--- src/rtl/uart_loader_if.sv ---
// Byte-stream and memory-port signal bundle for uart_loader.
interface uart_loader_if #(
  parameter int ADDR_W = 16
);
  logic              rx_vld;
  logic [7:0]        rx_data;
  logic              tx_vld;
  logic [7:0]        tx_data;
  logic              tx_busy;
  logic              mem_we;
  logic [ADDR_W-1:0] mem_addr;
  logic [31:0]       mem_wdata;
  logic              busy;

  modport slave (
    input  rx_vld, rx_data, tx_busy,
    output tx_vld, tx_data, mem_we, mem_addr, mem_wdata, busy
  );

  modport master (
    output rx_vld, rx_data, tx_busy,
    input  tx_vld, tx_data, mem_we, mem_addr, mem_wdata, busy
  );
endinterface

--- src/rtl/uart_loader.sv ---
// Host frame decoder: UART bytes -> 32-bit memory writes plus a one-byte status reply.
// Optional trailing XOR checksum byte is compiled in with UART_LOADER_CSUM_EN.
module uart_loader #(
  parameter int ADDR_W      = 16,
  parameter int TIMEOUT_CYC = 1000000
) (
  input  logic clk,
  input  logic reset,
  uart_loader_if.slave bus
);
  localparam int TW = (TIMEOUT_CYC > 1) ? $clog2(TIMEOUT_CYC) : 1;
  localparam logic [TW-1:0] TMR_LOAD = TW'(TIMEOUT_CYC - 1);
  localparam logic [7:0] SOF       = 8'hA5;
  localparam logic [7:0] CMD_PING  = 8'h00;
  localparam logic [7:0] CMD_WRITE = 8'h01;
  localparam logic [7:0] RSP_ACK   = 8'h06;
  localparam logic [7:0] RSP_UNK   = 8'h3F;

  typedef enum logic [2:0] {
    IDLE, CMD, ADDR_LO, ADDR_HI, LEN, DATA,
`ifdef UART_LOADER_CSUM_EN
    CSUM,
`endif
    RESP
  } state_t;

`ifdef UART_LOADER_CSUM_EN
  localparam state_t POST_ST = CSUM;
  localparam logic [7:0] RSP_NAK = 8'h15;
`else
  localparam state_t POST_ST = RESP;
`endif

  state_t            state, state_nxt;
  logic [7:0]        cmd_q, cmd_nxt;
  logic [7:0]        len_q, len_nxt;
  logic [7:0]        wcnt_q, wcnt_nxt;
  logic [15:0]       addr_q, addr_nxt;
  logic [1:0]        bidx_q, bidx_nxt;
  logic [23:0]       wbuf_q, wbuf_nxt;
  logic [TW-1:0]     tmr_q, tmr_nxt;
  logic              tx_vld_q, tx_vld_nxt;
  logic [7:0]        tx_data_q, tx_data_nxt;
  logic              mem_we_q, mem_we_nxt;
  logic [ADDR_W-1:0] mem_addr_q, mem_addr_nxt;
  logic [31:0]       mem_wdata_q, mem_wdata_nxt;
  logic              busy_q, busy_nxt;
  logic [ADDR_W-1:0] base;
  logic              active;
  logic              tx_acc;
`ifdef UART_LOADER_CSUM_EN
  logic [7:0]        csum_q, csum_nxt;
`endif

  generate
    if (ADDR_W > 16) begin : g_ext
      assign base = {{(ADDR_W-16){1'b0}}, addr_q};
    end else begin : g_trunc
      assign base = addr_q[ADDR_W-1:0];
    end
  endgenerate

  assign active = (state != IDLE) && (state != RESP);
  assign tx_acc = tx_vld_q & ~bus.tx_busy;

  always_comb begin
    state_nxt     = state;
    cmd_nxt       = cmd_q;
    len_nxt       = len_q;
    wcnt_nxt      = wcnt_q;
    addr_nxt      = addr_q;
    bidx_nxt      = bidx_q;
    wbuf_nxt      = wbuf_q;
    tmr_nxt       = tmr_q;
    tx_data_nxt   = tx_data_q;
    mem_we_nxt    = 1'b0;
    mem_addr_nxt  = mem_addr_q;
    mem_wdata_nxt = mem_wdata_q;
`ifdef UART_LOADER_CSUM_EN
    csum_nxt      = csum_q;
`endif

    if (active) begin
      if (bus.rx_vld)
        tmr_nxt = TMR_LOAD;
      else if (tmr_q != '0)
        tmr_nxt = tmr_q - 1'b1;
    end

    case (state)
      IDLE: if (bus.rx_vld && bus.rx_data == SOF) begin
        state_nxt = CMD;
        tmr_nxt   = TMR_LOAD;
        bidx_nxt  = 2'd0;
        wcnt_nxt  = 8'd0;
      end
      CMD: if (bus.rx_vld) begin
        cmd_nxt = bus.rx_data;
`ifdef UART_LOADER_CSUM_EN
        csum_nxt = bus.rx_data;
`endif
        if (bus.rx_data == CMD_PING || bus.rx_data == CMD_WRITE) begin
          state_nxt = ADDR_LO;
        end else begin
          state_nxt   = RESP;
          tx_data_nxt = RSP_UNK;
        end
      end
      ADDR_LO: if (bus.rx_vld) begin
        addr_nxt[7:0] = bus.rx_data;
        state_nxt     = ADDR_HI;
      end
      ADDR_HI: if (bus.rx_vld) begin
        addr_nxt[15:8] = bus.rx_data;
        state_nxt      = LEN;
      end
      LEN: if (bus.rx_vld) begin
        len_nxt = bus.rx_data;
        if (bus.rx_data != 8'd0) begin
          state_nxt = DATA;
        end else begin
          state_nxt   = POST_ST;
          tx_data_nxt = RSP_ACK;
        end
      end
      DATA: if (bus.rx_vld) begin
        bidx_nxt = bidx_q + 2'd1;
        if (bidx_q == 2'd3) begin
          if (cmd_q == CMD_WRITE) begin
            mem_we_nxt    = 1'b1;
            mem_addr_nxt  = base + ADDR_W'(wcnt_q);
            mem_wdata_nxt = {bus.rx_data, wbuf_q};
          end
          wcnt_nxt = wcnt_q + 8'd1;
          if (wcnt_q == len_q - 8'd1) begin
            state_nxt   = POST_ST;
            tx_data_nxt = RSP_ACK;
          end
        end else begin
          wbuf_nxt[8*bidx_q +: 8] = bus.rx_data;
        end
      end
`ifdef UART_LOADER_CSUM_EN
      CSUM: if (bus.rx_vld) begin
        state_nxt   = RESP;
        tx_data_nxt = (csum_q == bus.rx_data) ? RSP_ACK : RSP_NAK;
      end
`endif
      RESP: if (tx_acc) state_nxt = IDLE;
      default: state_nxt = IDLE;
    endcase

`ifdef UART_LOADER_CSUM_EN
    if (bus.rx_vld && state inside {ADDR_LO, ADDR_HI, LEN, DATA})
      csum_nxt = csum_q ^ bus.rx_data;
`endif

    // An arriving byte beats a simultaneous expiry.
    if (active && !bus.rx_vld && tmr_q == '0)
      state_nxt = IDLE;

    tx_vld_nxt = (state_nxt == RESP);
    busy_nxt   = (state_nxt != IDLE);
  end

  always_ff @(posedge clk) begin
    if (reset) begin
      state       <= IDLE;
      cmd_q       <= '0;
      len_q       <= '0;
      wcnt_q      <= '0;
      addr_q      <= '0;
      bidx_q      <= '0;
      wbuf_q      <= '0;
      tmr_q       <= '0;
      tx_vld_q    <= 1'b0;
      tx_data_q   <= '0;
      mem_we_q    <= 1'b0;
      mem_addr_q  <= '0;
      mem_wdata_q <= '0;
      busy_q      <= 1'b0;
`ifdef UART_LOADER_CSUM_EN
      csum_q      <= '0;
`endif
    end else begin
      state       <= state_nxt;
      cmd_q       <= cmd_nxt;
      len_q       <= len_nxt;
      wcnt_q      <= wcnt_nxt;
      addr_q      <= addr_nxt;
      bidx_q      <= bidx_nxt;
      wbuf_q      <= wbuf_nxt;
      tmr_q       <= tmr_nxt;
      tx_vld_q    <= tx_vld_nxt;
      tx_data_q   <= tx_data_nxt;
      mem_we_q    <= mem_we_nxt;
      mem_addr_q  <= mem_addr_nxt;
      mem_wdata_q <= mem_wdata_nxt;
      busy_q      <= busy_nxt;
`ifdef UART_LOADER_CSUM_EN
      csum_q      <= csum_nxt;
`endif
    end
  end

  assign bus.tx_vld    = tx_vld_q;
  assign bus.tx_data   = tx_data_q;
  assign bus.mem_we    = mem_we_q;
  assign bus.mem_addr  = mem_addr_q;
  assign bus.mem_wdata = mem_wdata_q;
  assign bus.busy      = busy_q;
endmodule
--- src/flat_wrapper.sv ---
// flat-port wrapper written by rule: the top's interface ports become plain ports
module uart_loader_flat 
#(
  parameter int ADDR_W      = 16,
  parameter int TIMEOUT_CYC = 1000000
)
  (clk, reset, bus_rx_vld, bus_rx_data, bus_tx_busy, bus_tx_vld, bus_tx_data, bus_mem_we, bus_mem_addr, bus_mem_wdata, bus_busy);
  uart_loader_if #(.ADDR_W(ADDR_W)) bus_i ();
  input  logic clk;
  input  logic reset;
  input wire logic [$bits(bus_i.rx_vld)-1:0] bus_rx_vld;
  input wire logic [$bits(bus_i.rx_data)-1:0] bus_rx_data;
  input wire logic [$bits(bus_i.tx_busy)-1:0] bus_tx_busy;
  output wire logic [$bits(bus_i.tx_vld)-1:0] bus_tx_vld;
  output wire logic [$bits(bus_i.tx_data)-1:0] bus_tx_data;
  output wire logic [$bits(bus_i.mem_we)-1:0] bus_mem_we;
  output wire logic [$bits(bus_i.mem_addr)-1:0] bus_mem_addr;
  output wire logic [$bits(bus_i.mem_wdata)-1:0] bus_mem_wdata;
  output wire logic [$bits(bus_i.busy)-1:0] bus_busy;
  assign bus_i.rx_vld = bus_rx_vld;
  assign bus_i.rx_data = bus_rx_data;
  assign bus_i.tx_busy = bus_tx_busy;
  assign bus_tx_vld = bus_i.tx_vld;
  assign bus_tx_data = bus_i.tx_data;
  assign bus_mem_we = bus_i.mem_we;
  assign bus_mem_addr = bus_i.mem_addr;
  assign bus_mem_wdata = bus_i.mem_wdata;
  assign bus_busy = bus_i.busy;
  uart_loader #(.ADDR_W(ADDR_W), .TIMEOUT_CYC(TIMEOUT_CYC)) u_core (.clk(clk), .reset(reset), .bus(bus_i));
endmodule
--- config.mk ---
export PLATFORM = sky130hd
export DESIGN_NAME = uart_loader_flat
export DESIGN_NICKNAME = d
export VERILOG_FILES = /design/src/rtl/uart_loader_if.sv /design/src/rtl/uart_loader.sv /design/src/flat_wrapper.sv
export SDC_FILE = /design/constraint.sdc
export NUM_CORES = 1
export LEC_CHECK = 0
export CAP_MARGIN = 5
export CELL_PAD_IN_SITES_DETAIL_PLACEMENT = 0
export CELL_PAD_IN_SITES_GLOBAL_PLACEMENT = 1
export CORE_MARGIN = 2
export CORE_UTILIZATION = 45
export DETAILED_ROUTE_END_ITERATION = 12
export GPL_ROUTABILITY_DRIVEN = 1
export GPL_TIMING_DRIVEN = 0
export PLACE_DENSITY = 0.88
export SYNTH_ARGS = -nofsm -noshare
export SYNTH_HDL_FRONTEND = slang
export SYNTH_SLANG_ARGS = --single-unit
export TNS_END_PERCENT = 1
--- constraint.sdc ---
create_clock -name clk -period 5.1 [get_ports clk]
set_input_delay 0.51 -clock clk [delete_from_list [all_inputs] [get_ports clk]]
set_output_delay 0.51 -clock clk [all_outputs]
set_load 0.01 [all_outputs]
Word level (Yosys, flattened, before mapping)
Index checks and enable logic that the tools add are counted.
{"block": "totals", "elab_cells": 109, "register_bits": 148, "out_inout_bits": 59, "inputBits": 12}
{"block": "op_classes", "eq_ne": 21, "muxes": 35, "n_reduce_logical": 25, "bitwise": 5, "add_sub_neg": 6, "n_shift": 2}
{"op": "$mux W20", "count": 5}
{"op": "$mux W8", "count": 10}
{"op": "$neg A5 Y34", "count": 1}
{"op": "$shift A8 B34 Y24 const A", "count": 1}
{"op": "$shiftx A8 B34 Y24", "count": 1}
{"op": "$mux W3", "count": 11}
{"op": "$bwmux W24", "count": 1}
{"op": "$pmux W8 S3", "count": 1}
{"op": "$pmux W3 S7", "count": 1}
{"op": "$logic_not A20 Y1", "count": 1}
{"op": "$reduce_bool A20 Y1", "count": 1}
{"op": "$sub A20 B1 Y20 const B", "count": 1}
{"op": "$add A16 B8 Y16", "count": 1}
{"op": "$eq A8 B1 Y1 const B", "count": 2}
{"op": "$pmux W8 S2", "count": 1}
{"op": "$eq A3 B3 Y1 const B", "count": 4}
{"op": "$ne A2 B2 Y1 const B", "count": 5}
{"op": "$reduce_bool A3 Y1", "count": 3}
{"op": "$add A8 B1 Y8 const B", "count": 1}
{"op": "$eq A8 B8 Y1", "count": 1}
{"op": "$eq A8 B8 Y1 const B", "count": 1}
{"op": "$logic_not A8 Y1", "count": 1}
{"op": "$reduce_and A2 Y1", "count": 4}
{"op": "$reduce_and A4 Y1", "count": 2}
{"op": "21 further kinds", "count": 33}

Depth between registers and ports, before layout
Gate-level depths: netlist of run 1.
{"block": "logic_depth", "ltp_word": 8, "ltp_mapped": 9, "ltp_nobuf": 8}

Least setup slack after synthesis of run 1
No wires, ideal clock.
{"block": "synth_path", "kind": "register -> register", "start": "reg u_core.wcnt_q[0]", "end": "reg u_core.mem_addr_q[12], in the netlist u_core.bus.mem_addr[12]", "setup_time_ns": 0.091, "required_ns": 5.009, "period_less_slack_ns": 2.188, "stages_incl_launch_ff": 9, "path_slack_ns": 2.912, "n_path_buf": 0, "arrival_ns": 2.097, "cell_sequence": "dfxtp_1 > ha_1 > inv_1 > fa_1 > nor2b_1 > o2111a_1 > o31ai_1 > or3_1 > a311oi_1"}
{"block": "synth_via", "elab_chain_len": 1}
{"element": "start, declared", "line": "uart_loader.sv:37", "text": "logic [7:0] wcnt_q, wcnt_nxt;"}
{"element": "start signal, assigned", "line": "uart_loader.sv:189", "text": "wcnt_q <= wcnt_nxt;"}
{"element": "$add A16 B8 Y16", "line": "uart_loader.sv:131", "text": "mem_addr_nxt = base + ADDR_W'(wcnt_q);"}
{"element": "end signal, assigned", "line": "uart_loader.sv:197", "text": "mem_addr_q <= mem_addr_nxt;"}
{"element": "end, declared", "line": "uart_loader.sv:45", "text": "logic [ADDR_W-1:0] mem_addr_q, mem_addr_nxt;"}
No other way between the ends.
A chain may end at the register's enable or synchronous reset.

Worst setup path in the final report of run 1
{"block": "layout_path", "start": "reg u_core.state[2]", "end": "reg u_core.mem_addr_q[3], in the netlist u_core.bus.mem_addr[3]"}
{"block": "layout_via", "elab_chain_len": 2}
{"element": "start, declared", "line": "uart_loader.sv:34", "text": "state_t state, state_nxt;"}
{"element": "start signal, assigned", "line": "uart_loader.sv:186", "text": "state <= state_nxt;"}
{"element": "$eq A3 B3 Y1", "line": "uart_loader.sv:90", "text": "case (state)"}
{"element": "$reduce_and A4 Y1 (no source line)"}
No other way between the ends.

==> results.txt, run 1 <==
Fill cell count: 1,367
Row Count: 44
Family with the most delay on the worst path: buffers and inverters
Die area: 0.0160 sq mm
Vias in the first global route: 5,892
Setup Fix Bufs, Post-CTS: 0
Min-Delay Path Class: in2reg
Routed wire length: 17,800 um
Status: finished clean
Vias: 6,306
Setup tns final: 0 ps
Routability cong.: 0.828
Cts hold-fix bufs: 0
Register area: 0.00284 sq mm
CP max stage delay: 490 ps
TritonCTS Buffers: 17
Nets@finish: 962
Slowest-stage cell, CP: nor2_1
Synth unique cells: 64
Buf/Inv on CP: 3
First-pass DRT Iterations: 5
Synthesis Warnings: 0
Final non-filler cell area: 0.00820 sq mm
Area Growth Syn to Fin: 21.7%
Die Y: 126 um
Slew @ Worst Pin: 1020 ps
Clock sinks: 142
Peak supply drop: 0.000232 V
Critical Path RT: 5460 ps
Worst setup SP type: flop
Resized cells post-CTS: 0
CTS H-tree depth: 4
Post-synth ARST share: 0
Root Buffer: clkbuf_16
Initial antenna violation count: 0
DR DRC count: 0
Fin Clk Skew: 7.41 ps
Crit Path Category: reg2reg
Synth Register Bits: 142
Placement Cell Area: 0.00758 sq mm
Vias per cell: 5.58
CTS tree: yes
Initial Util: 0.462
Post-Syn Area: 0.00674 sq mm
Core region area: 0.0146 sq mm
Period utilisation layout: 0.504
Slew HR: 0.316
CP Data Arrival Time: 2920 ps
Port Buffers: 61
Top cells by area, synth: dfxtp_1, nand2_1, a21oi_1
Clock Path Buffers: 2
Final Power: 0.00247 W
Synth Flop Type: dfxtp_1
Yosys top cell area share: 0.422
Most common cell after layout, fill and taps aside: nand2_1
Maximum clock rate: 389 MHz
Global-route wire length before repair: 29,300 um
Max-Cap Viols: 0
Layout cells sized above 1: 0.0666
ANT nets after route: 0
Post-detail-place hpwl: 12,200 um
Min Tclk post-route: 2570 ps
Register area share after synthesis: 0.422
Worst-path clk slew: 60 ps
Leakage: 2.77 nW
Endpoints failing setup: 0
I/O Pins: 71
Maximum fanout along the worst path: 10
Drt wl/cell: 15.8 um
Avg Cell Area, Syn: 7.91 sq um
Ant diodes: 0
1st-iter DRT viols: 507
Post-synth top area cell: dfxtp_1
Hold Vio Cnt, Final: 0
CP Capture Type: flop
Post-synth EDFFs: 0
Fin. max-slew vios: 0
Total GRT Usage: 0.227
Worst-skew pair later-pin latency: 430 ps
Unrepaired setup endpoints after global routing: no
Post-Synthesis Cells: 852
PD cells: 302 mW/mm^2
Most frequent CP cell: clkbuf_1
Worst path cell trace: clkbuf_1 -> and4b_1 -> clkbuf_1 -> nand2_1 -> nor2_1 -> clkbuf_1 -> nand2_1 -> a21oi_1
Die Span X: 126 um
Remaining Overflow, GRT: 0
Area of the multi-input gates: 0.00356 sq mm
Setup slack, reg-to-reg: 2530 ps
Most frequent cells in the layout: nand2_1, dfxtp_1, a21oi_1
Largest net degree at the start of global routing: 17
-- kinds of logic after synthesis --
group / count (synthesis) / share of synthesized area
AND/OR/NAND/NOR: 379 / 0.268
flip-flops: 142 / 0.422
multiplexers: 1 / 0.00149
other: 1 / 0.000557
buffers and inverters: 78 / 0.0502
XOR/XNOR: 28 / 0.0364
adder cells (fa/ha/maj): 17 / 0.0327
AO/OA/AOI/OAI: 206 / 0.189
-- metal layers --
layer,GRT usage,vias to the layer above,part of all wire
met3,0.0498,17,0.044
met1,0.308,2962,0.48
met2,0.365,166,0.47
li1,-,3161,-
met4,0.0659,0,0.011
met5,0,-,0
-- area by class of cell --
cell class                 count  area share
sequential                   142       0.347
multi-input combinational    633       0.434
inverter                      20     0.00916
tap                          184      0.0281
timing repair buffer          61      0.0745
buffer                        58      0.0321
clock buffer                  21      0.0562
clock inverter                11      0.0189
-- worst paths after layout --
check / start / end / cells past startpoint
setup / recovery: u_core.state[2] / u_core.bus.mem_addr[3] / 8
hold / removal: bus_rx_data[3] / u_core.addr_q[11] / 3
setup reg to reg: u_core.state[2] / u_core.bus.mem_addr[3] / 8
hold reg to reg: u_core.bus.mem_addr[6] / u_core.bus.mem_addr[6] / 2
-- flip-flops by register name (all words and copies together) (netlist names) --
register / flops
u_core.addr_q: 16
u_core.bidx_q: 2
u_core.bus.busy: 1
u_core.bus.mem_addr: 16
u_core.bus.mem_wdata: 32
u_core.bus.mem_we: 1
u_core.bus.tx_data: 2
u_core.bus.tx_vld: 1
u_core.cmd_q: 8
u_core.len_q: 8
u_core.state: 3
u_core.tmr_q: 20
u_core.wbuf_q: 24
u_core.wcnt_q: 8
-- stage by stage --
step           hold slack [ps]  setup slack, ps  instances   util
2_1_floorplan              432             2910        853      -
3_3_place_gp               441             2080       1098  0.520
3_5_place_dp               445             2140       1098  0.520
4_1_cts                    378             2520       1130  0.562
5_1_grt                    402             2230       1130  0.562
6_report                   381             2530       1130  0.562
-- where the power goes --
group	switching (W)	total, W	leakage [nW]	internal [W]
logic	0.0000546	0.0000735	1.33	0.0000190
registers	0.000000895	0.00111	1.14	0.00111
clock network	0.000489	0.00129	0.299	0.000801
total	0.000545	0.00247	2.77	0.00193
-- synth_stat cells, drive strengths merged, types with 3 or more instances --
library cell    n
a2111oi         3
a211oi         15
a21o            5
a21oi         114
a311o           3
a311oi          9
a31o            5
a31oi           7
and2            3
and3            9
buf            18
clkbuf         40
dfxtp         142
ha             16
inv            18
nand2         189
nand2b          7
nand3          48
nand3b          6
nand4           5
nor2           47
nor2b           8
nor3           14
nor3b           5
nor4            8
nor4b           3
o21ai          16
o31ai           9
or3             9
or4            11
xnor2          25
xor2            3
-- worst reg2reg max path, stage by stage, from the launching register on --
cell and delay (ps):
dfxtp_1 300, clkbuf_1 320, and4b_1 250, clkbuf_1 240, nand2_1 130, nor2_1 490
clkbuf_1 500, nand2_1 110, a21oi_1 150
No activity file was read; power rests on OpenSTA's default activity.
==> run 2: changes to the inputs <==
CORE_UTILIZATION = 38   (was 45)
PLACE_DENSITY = 0.8   (was 0.88)
clock period = 2.2 ns   (was 5.1 ns; I/O delays follow)
==> run 2 against run 1 <==
Against the previous run: the run now ends with negative setup slack left; wire length is 2.5% higher; clock skew rose by 1.0 ps; hold slack worse by 290 ps; sequential share of layout area fell by 0.79 points; global-route usage is 2.6 points lower; cell count increased by 4.0%; critical path type unchanged.
==> results.txt, run 2 (synthesized netlist as in run 1, its figures left out) <==
First-pass DRT Iterations: 7 (was 5)
Reg-to-Reg Start: u_core.tmr_q[0] (was u_core.state[2])
Global-route wire length before repair: 29,300 um (about the same)
Post-Layout Cell Count: 1,175 (was 1,130)
Routability cong.: 0.907 (was 0.828)
Port Buffers: 61 (unchanged)
Final Power: 0.00564 W (was 0.00247 W)
Hold WS: 93.2 ps (was 381 ps)
Leakage: 2.81 nW (was 2.77 nW)
ANT nets after route: 0 (unchanged)
Fill cell count: 1,755 (was 1,367)
1st-iter DRT viols: 398 (was 507)
Unrepaired setup endpoints after global routing: yes (was no)
Peak supply drop: 0.000586 V (was 0.000232 V)
TritonCTS Buffers: 17 (unchanged)
Max-Cap Viols: 0 (unchanged)
Row Count: 48 (was 44)
Area of the multi-input gates: 0.00367 sq mm (was 0.00356 sq mm)
Die Y: 137 um (was 126 um)
Die area: 0.0188 sq mm (was 0.0160 sq mm)
WHS Endpoint: u_core.addr_q[11] (unchanged)
Hold path depth: 3 (unchanged)
Routed wire length: 18,300 um (was 17,800 um)
Failing checks: negative setup slack
Ant diodes: 0 (unchanged)
Clock sinks: 142 (unchanged)
Layout cells sized above 1: 0.103 (was 0.0666)
Vias: 6,176 (was 6,306)
Crit Path Category: reg2reg (unchanged)
CP Capture Type: flop (unchanged)
CTS tree: yes (unchanged)
Nets@finish: 966 (was 962)
Min Tclk post-route: 2230 ps (was 2570 ps)
Register area: 0.00285 sq mm (was 0.00284 sq mm)
DP Worst Slack: -583 ps (was 2140 ps)
Period utilisation layout: 1.01 (was 0.504)
Fin Clk Skew: 8.45 ps (was 7.41 ps)
Final non-filler cell area: 0.00841 sq mm (was 0.00820 sq mm)
CTS H-tree depth: 4 (unchanged)
Clock Path Buffers: 2 (unchanged)
Setup slack, reg-to-reg: -30 ps (was 2530 ps)
Vias per cell: 5.26 (was 5.58)
Worst R2R End: u_core.tmr_q[19] (was u_core.bus.mem_addr[3])
Slew HR: 0.392 (was 0.316)
Maximum fanout along the worst path: 10 (unchanged)
Hold Path Origin: bus_rx_data[3] (unchanged)
Final WS setup: -30.1 ps (was 2530 ps)
Worst-skew pair later-pin latency: 430 ps (about the same)
Most common cell after layout, fill and taps aside: nand2_1 (unchanged)
Status: finished, violations left (was finished clean)
Worst setup SP type: flop (unchanged)
Total GRT Usage: 0.201 (was 0.227)
DR DRC count: 0 (unchanged)
Critical Path RT: 2540 ps (was 5460 ps)
Endpoints failing setup: 1 (was 0)
Slew @ Worst Pin: 912 ps (was 1020 ps)
Vias in the first global route: 5,633 (was 5,892)
Worst-path clk slew: 60 ps (about the same)
Maximum clock rate: 448 MHz (was 389 MHz)
Largest register FFs: 32 (unchanged)
Core region area: 0.0173 sq mm (was 0.0146 sq mm)
CP Data Arrival Time: 2570 ps (was 2920 ps)
Root Buffer: clkbuf_16 (unchanged)
Drt wl/cell: 15.6 um (was 15.8 um)
Placed insts: 1,139 (was 1,098)
Placement Cell Area: 0.00763 sq mm (was 0.00758 sq mm)
Post-detail-place hpwl: 12,600 um (was 12,200 um)
Most frequent cells in the layout: nand2_1, dfxtp_1, a21oi_1 (unchanged)
Area Growth Syn to Fin: 24.8% (was 21.7%)
Initial antenna violation count: 1 (was 0)
Largest net degree at the start of global routing: 17 (unchanged)
Fin. max-slew vios: 0 (unchanged)
Remaining Overflow, GRT: 0 (unchanged)
Hold Vio Cnt, Final: 0 (unchanged)
Initial Util: 0.389 (was 0.462)
PD cells: 671 mW/mm^2 (was 302 mW/mm^2)
Die Span X: 137 um (was 126 um)
Min-Delay Path Class: in2reg (unchanged)
Worst R2R Path Depth: 9 (was 8)
I/O Pins: 71 (unchanged)
[run 2: changes by cell type in the layout (fill, tap and decap cells not counted), sizes merged]
| cell | delta |
|---|---|
| buf | +1 |
| bufinv | -1 |
| clkbuf | +3 |
| clkinvlp | +2 |
| inv | -1 |
[run 2: metrics by stage]
stage	TNS, ps	util
after floorplan	0	-
after global placement	-39420	0.441
after detailed placement	-40400	0.441
after CTS	-258	0.479
after global routing	-3320	0.486
final	-30.1	0.486
[run 2: layout make-up]
class | instances | area share
Clock buffer | 21 | 0.0548
Inverter | 20 | 0.00893
Tap cell | 225 | 0.0335
Timing Repair Buffer | 65 | 0.0762
Buffer | 58 | 0.0348
Multi-Input combinational cell | 633 | 0.437
Clock inverter | 11 | 0.0159
Sequential cell | 142 | 0.339
[run 2: worst max-delay path, cell delays in order, from the launching register on]
cell	delay, ps
dfxtp_1	370
inv_1	60
ha_1	220
nor2b_1	130
clkbuf_1	210
and3_1	220
buf_2	190
a21oi_2	350
a311oi_1	150
a311oi_1	240
[run 2: routing by layer]
| metal | up-vias | routed length, um | GRT usage |
|---|---|---|---|
| li1 | 3164 | - | - |
| met1 | 2881 | 9020 | 0.276 |
| met2 | 116 | 8360 | 0.323 |
| met3 | 15 | 670 | 0.0319 |
| met4 | 0 | 239 | 0.0647 |
| met5 | - | 0 | 0 |
[run 2: what timing repair did]
action,4_1_cts,5_1_grt
hold buffers,0,0
endpoints found under the setup margin,90,110
gates resized for setup,18,37
buffers inserted,0,4
pin swaps,1,2
[run 2: worst max-delay path by stage]
stage	slack, ps	end	start
4_1_cts	-70	u_core.bus.mem_addr[14]	u_core.wcnt_q[0]
3_3_place_gp	-560	u_core.bus.busy	bus_rx_vld
5_1_grt	-190	u_core.tmr_q[14]	u_core.tmr_q[1]
3_5_place_dp	-580	u_core.bus.busy	bus_rx_vld
2_1_floorplan	10	u_core.bus.mem_addr[12]	u_core.wcnt_q[0]
6_report	-30	u_core.tmr_q[19]	u_core.tmr_q[0]
[run 2: where the power goes]
part,total (W),switching [W],internal (W)
sequential,0.00257,0.00000203,0.00257
clock,0.00289,0.00115,0.00174
combinational,0.000174,0.000130,0.0000450
total,0.00564,0.00128,0.00436
==> run 3: changes to the inputs <==
CTS_CLUSTER_DIAMETER = 40   (was unset)
SETUP_SLACK_MARGIN = 0.3   (was unset)
==> run 3 against run 2 <==
Against the previous run: the run now ends clean; final area increased by 3.8%; clock power down 7.3%; worst setup slack better by 210 ps; critical path depth fell by 2; combinational power increased by 14%; hold slack better by 1.2 ps; register-to-register slack improved by 210 ps; fmax is 10% higher; clock skew is 2.8 ps higher; utilization increased by 1.8 points; sequential power hardly changed.
==> results.txt, run 3 (synthesized netlist as in run 1, its figures left out) <==
ANT nets after route: 0 (unchanged)
Maximum fanout along the worst path: 7 (was 10)
CTS tree: yes (unchanged)
Peak supply drop: 0.000584 V (was 0.000586 V)
Crit Path Category: reg2reg (unchanged)
CTS H-tree depth: 4 (unchanged)
Total GRT Usage: 0.210 (was 0.201)
Min-Delay Path Class: in2reg (unchanged)
I/O Pins: 71 (unchanged)
DP Worst Slack: -539 ps (was -583 ps)
Remaining Overflow, GRT: 0 (unchanged)
DR DRC count: 0 (unchanged)
Routability cong.: 0.903 (was 0.907)
Nets@finish: 984 (was 966)
Maximum clock rate: 495 MHz (was 448 MHz)
Vias: 6,286 (was 6,176)
Ant diodes: 0 (unchanged)
Largest register FFs: 32 (unchanged)
Port Buffers: 61 (unchanged)
Core region area: 0.0173 sq mm (unchanged)
Unrepaired setup endpoints after global routing: yes (unchanged)
Fin Clk Skew: 11.2 ps (was 8.45 ps)
Endpoints failing setup: 0 (was 1)
Routed wire length: 18,900 um (was 18,300 um)
Worst-skew pair later-pin latency: 430 ps (about the same)
Die area: 0.0188 sq mm (unchanged)
PD cells: 625 mW/mm^2 (was 671 mW/mm^2)
Initial Util: 0.389 (unchanged)
Setup tns final: 0 ps (was -30.1 ps)
Most common cell after layout, fill and taps aside: nand2_1 (unchanged)
Row Count: 48 (unchanged)
1st-iter DRT viols: 353 (was 398)
Vias per cell: 5.28 (was 5.26)
Final core occ: 0.504 (was 0.486)
Most frequent cells in the layout: nand2_1, dfxtp_1, a21oi_1 (unchanged)
Area Growth Syn to Fin: 29.5% (was 24.8%)
Status: finished clean (was finished, violations left)
Fin. max-slew vios: 0 (unchanged)
Max-Cap Viols: 0 (unchanged)
Final WS setup: 178 ps (was -30.1 ps)
Clock sinks: 142 (unchanged)
Die Y: 137 um (unchanged)
Slew HR: 0.421 (was 0.392)
Initial antenna violation count: 0 (was 1)
Worst setup SP type: flop (unchanged)
Leakage: 2.90 nW (was 2.81 nW)
Drt wl/cell: 15.8 um (was 15.6 um)
Worst-path clk slew: 60 ps (about the same)
Min Tclk post-route: 2020 ps (was 2230 ps)
CP Data Arrival Time: 2360 ps (was 2570 ps)
Hold Vio Cnt, Final: 0 (unchanged)
TritonCTS Buffers: 17 (unchanged)
Die Span X: 137 um (unchanged)
Final Power: 0.00546 W (was 0.00564 W)
Vias in the first global route: 5,914 (was 5,633)
Global-route wire length before repair: 30,400 um (was 29,300 um)
First-pass DRT Iterations: 4 (was 7)
Root Buffer: clkbuf_16 (unchanged)
Clock Path Buffers: 2 (unchanged)
CP Capture Type: flop (unchanged)
Post-detail-place hpwl: 12,700 um (was 12,600 um)
Period utilisation layout: 0.919 (was 1.01)
Critical Path RT: 2540 ps (about the same)
Largest net degree at the start of global routing: 17 (unchanged)
Fill cell count: 1,714 (was 1,755)
Slew @ Worst Pin: 868 ps (was 912 ps)
Layout cells sized above 1: 0.149 (was 0.103)
-- run 3: changes by cell type in the layout (fill, tap and decap cells not counted), moves of 4 or more --
cell / delta
a311oi_1: -4
dfxtp_2: +6
a311oi_2: +4
buf_4: +19
clkbuf_4: -4
dfxtp_1: -6
-- run 3: layout make-up --
type / count / area (sq um) / area share
inverters: 20 / 78.8 / 0.00904
clock buffers: 20 / 447 / 0.0512
flip-flops and latches: 142 / 2860 / 0.327
plain buffers: 58 / 290 / 0.0333
repair buffers: 83 / 792 / 0.0908
multi-input cells: 633 / 3880 / 0.445
well taps: 225 / 282 / 0.0323
clock inverters: 10 / 93.8 / 0.0108
-- run 3: path summary, 6_finish.rpt --
check               startpoint                  endpoint  slack [ps]  depth (start not counted)
max           u_core.addr_q[1]   u_core.bus.mem_addr[14]         180                          7
min             bus_rx_data[3]         u_core.addr_q[11]          90                          3
max reg2reg   u_core.addr_q[1]   u_core.bus.mem_addr[14]         180                          7
min reg2reg  u_core.wbuf_q[10]  u_core.bus.mem_wdata[10]         450                          2
-- run 3: critical path, cell delays in order (launching register included) --
cell and delay [ps]:
dfxtp_1 390, inv_1 90, fa_2 420, nor2b_4 130, o2111a_2 240, o31ai_4 90
or3_1 330, a311oi_1 250
-- run 3: power breakdown --
group	internal [W]	switching, W
registers	0.00257	0.00000232
logic	0.0000587	0.000139
clock network	0.00157	0.00112
-- run 3: routing by layer --
layer  share of wire  track usage  wire, um
met5               0            0         0
met4           0.019       0.0745       361
met3           0.043       0.0437       809
met2            0.47        0.338      8880
met1            0.47        0.279      8810
-- run 3: through the flow --
step,area (sq um),hold WS [ps],instances
2_1_floorplan,6790,432,853
3_3_place_gp,7680,442,1139
3_5_place_dp,7680,445,1139
4_1_cts,8490,88.6,1181
5_1_grt,8720,112,1191
6_report,8720,94.3,1191
-- run 3: repair_timing --
item                       CTS  global route
setup endpoints to repair  133           141
setup buffers               12            10
pin swaps                   11            12
hold buffers                 0             0
resized for setup           43            36
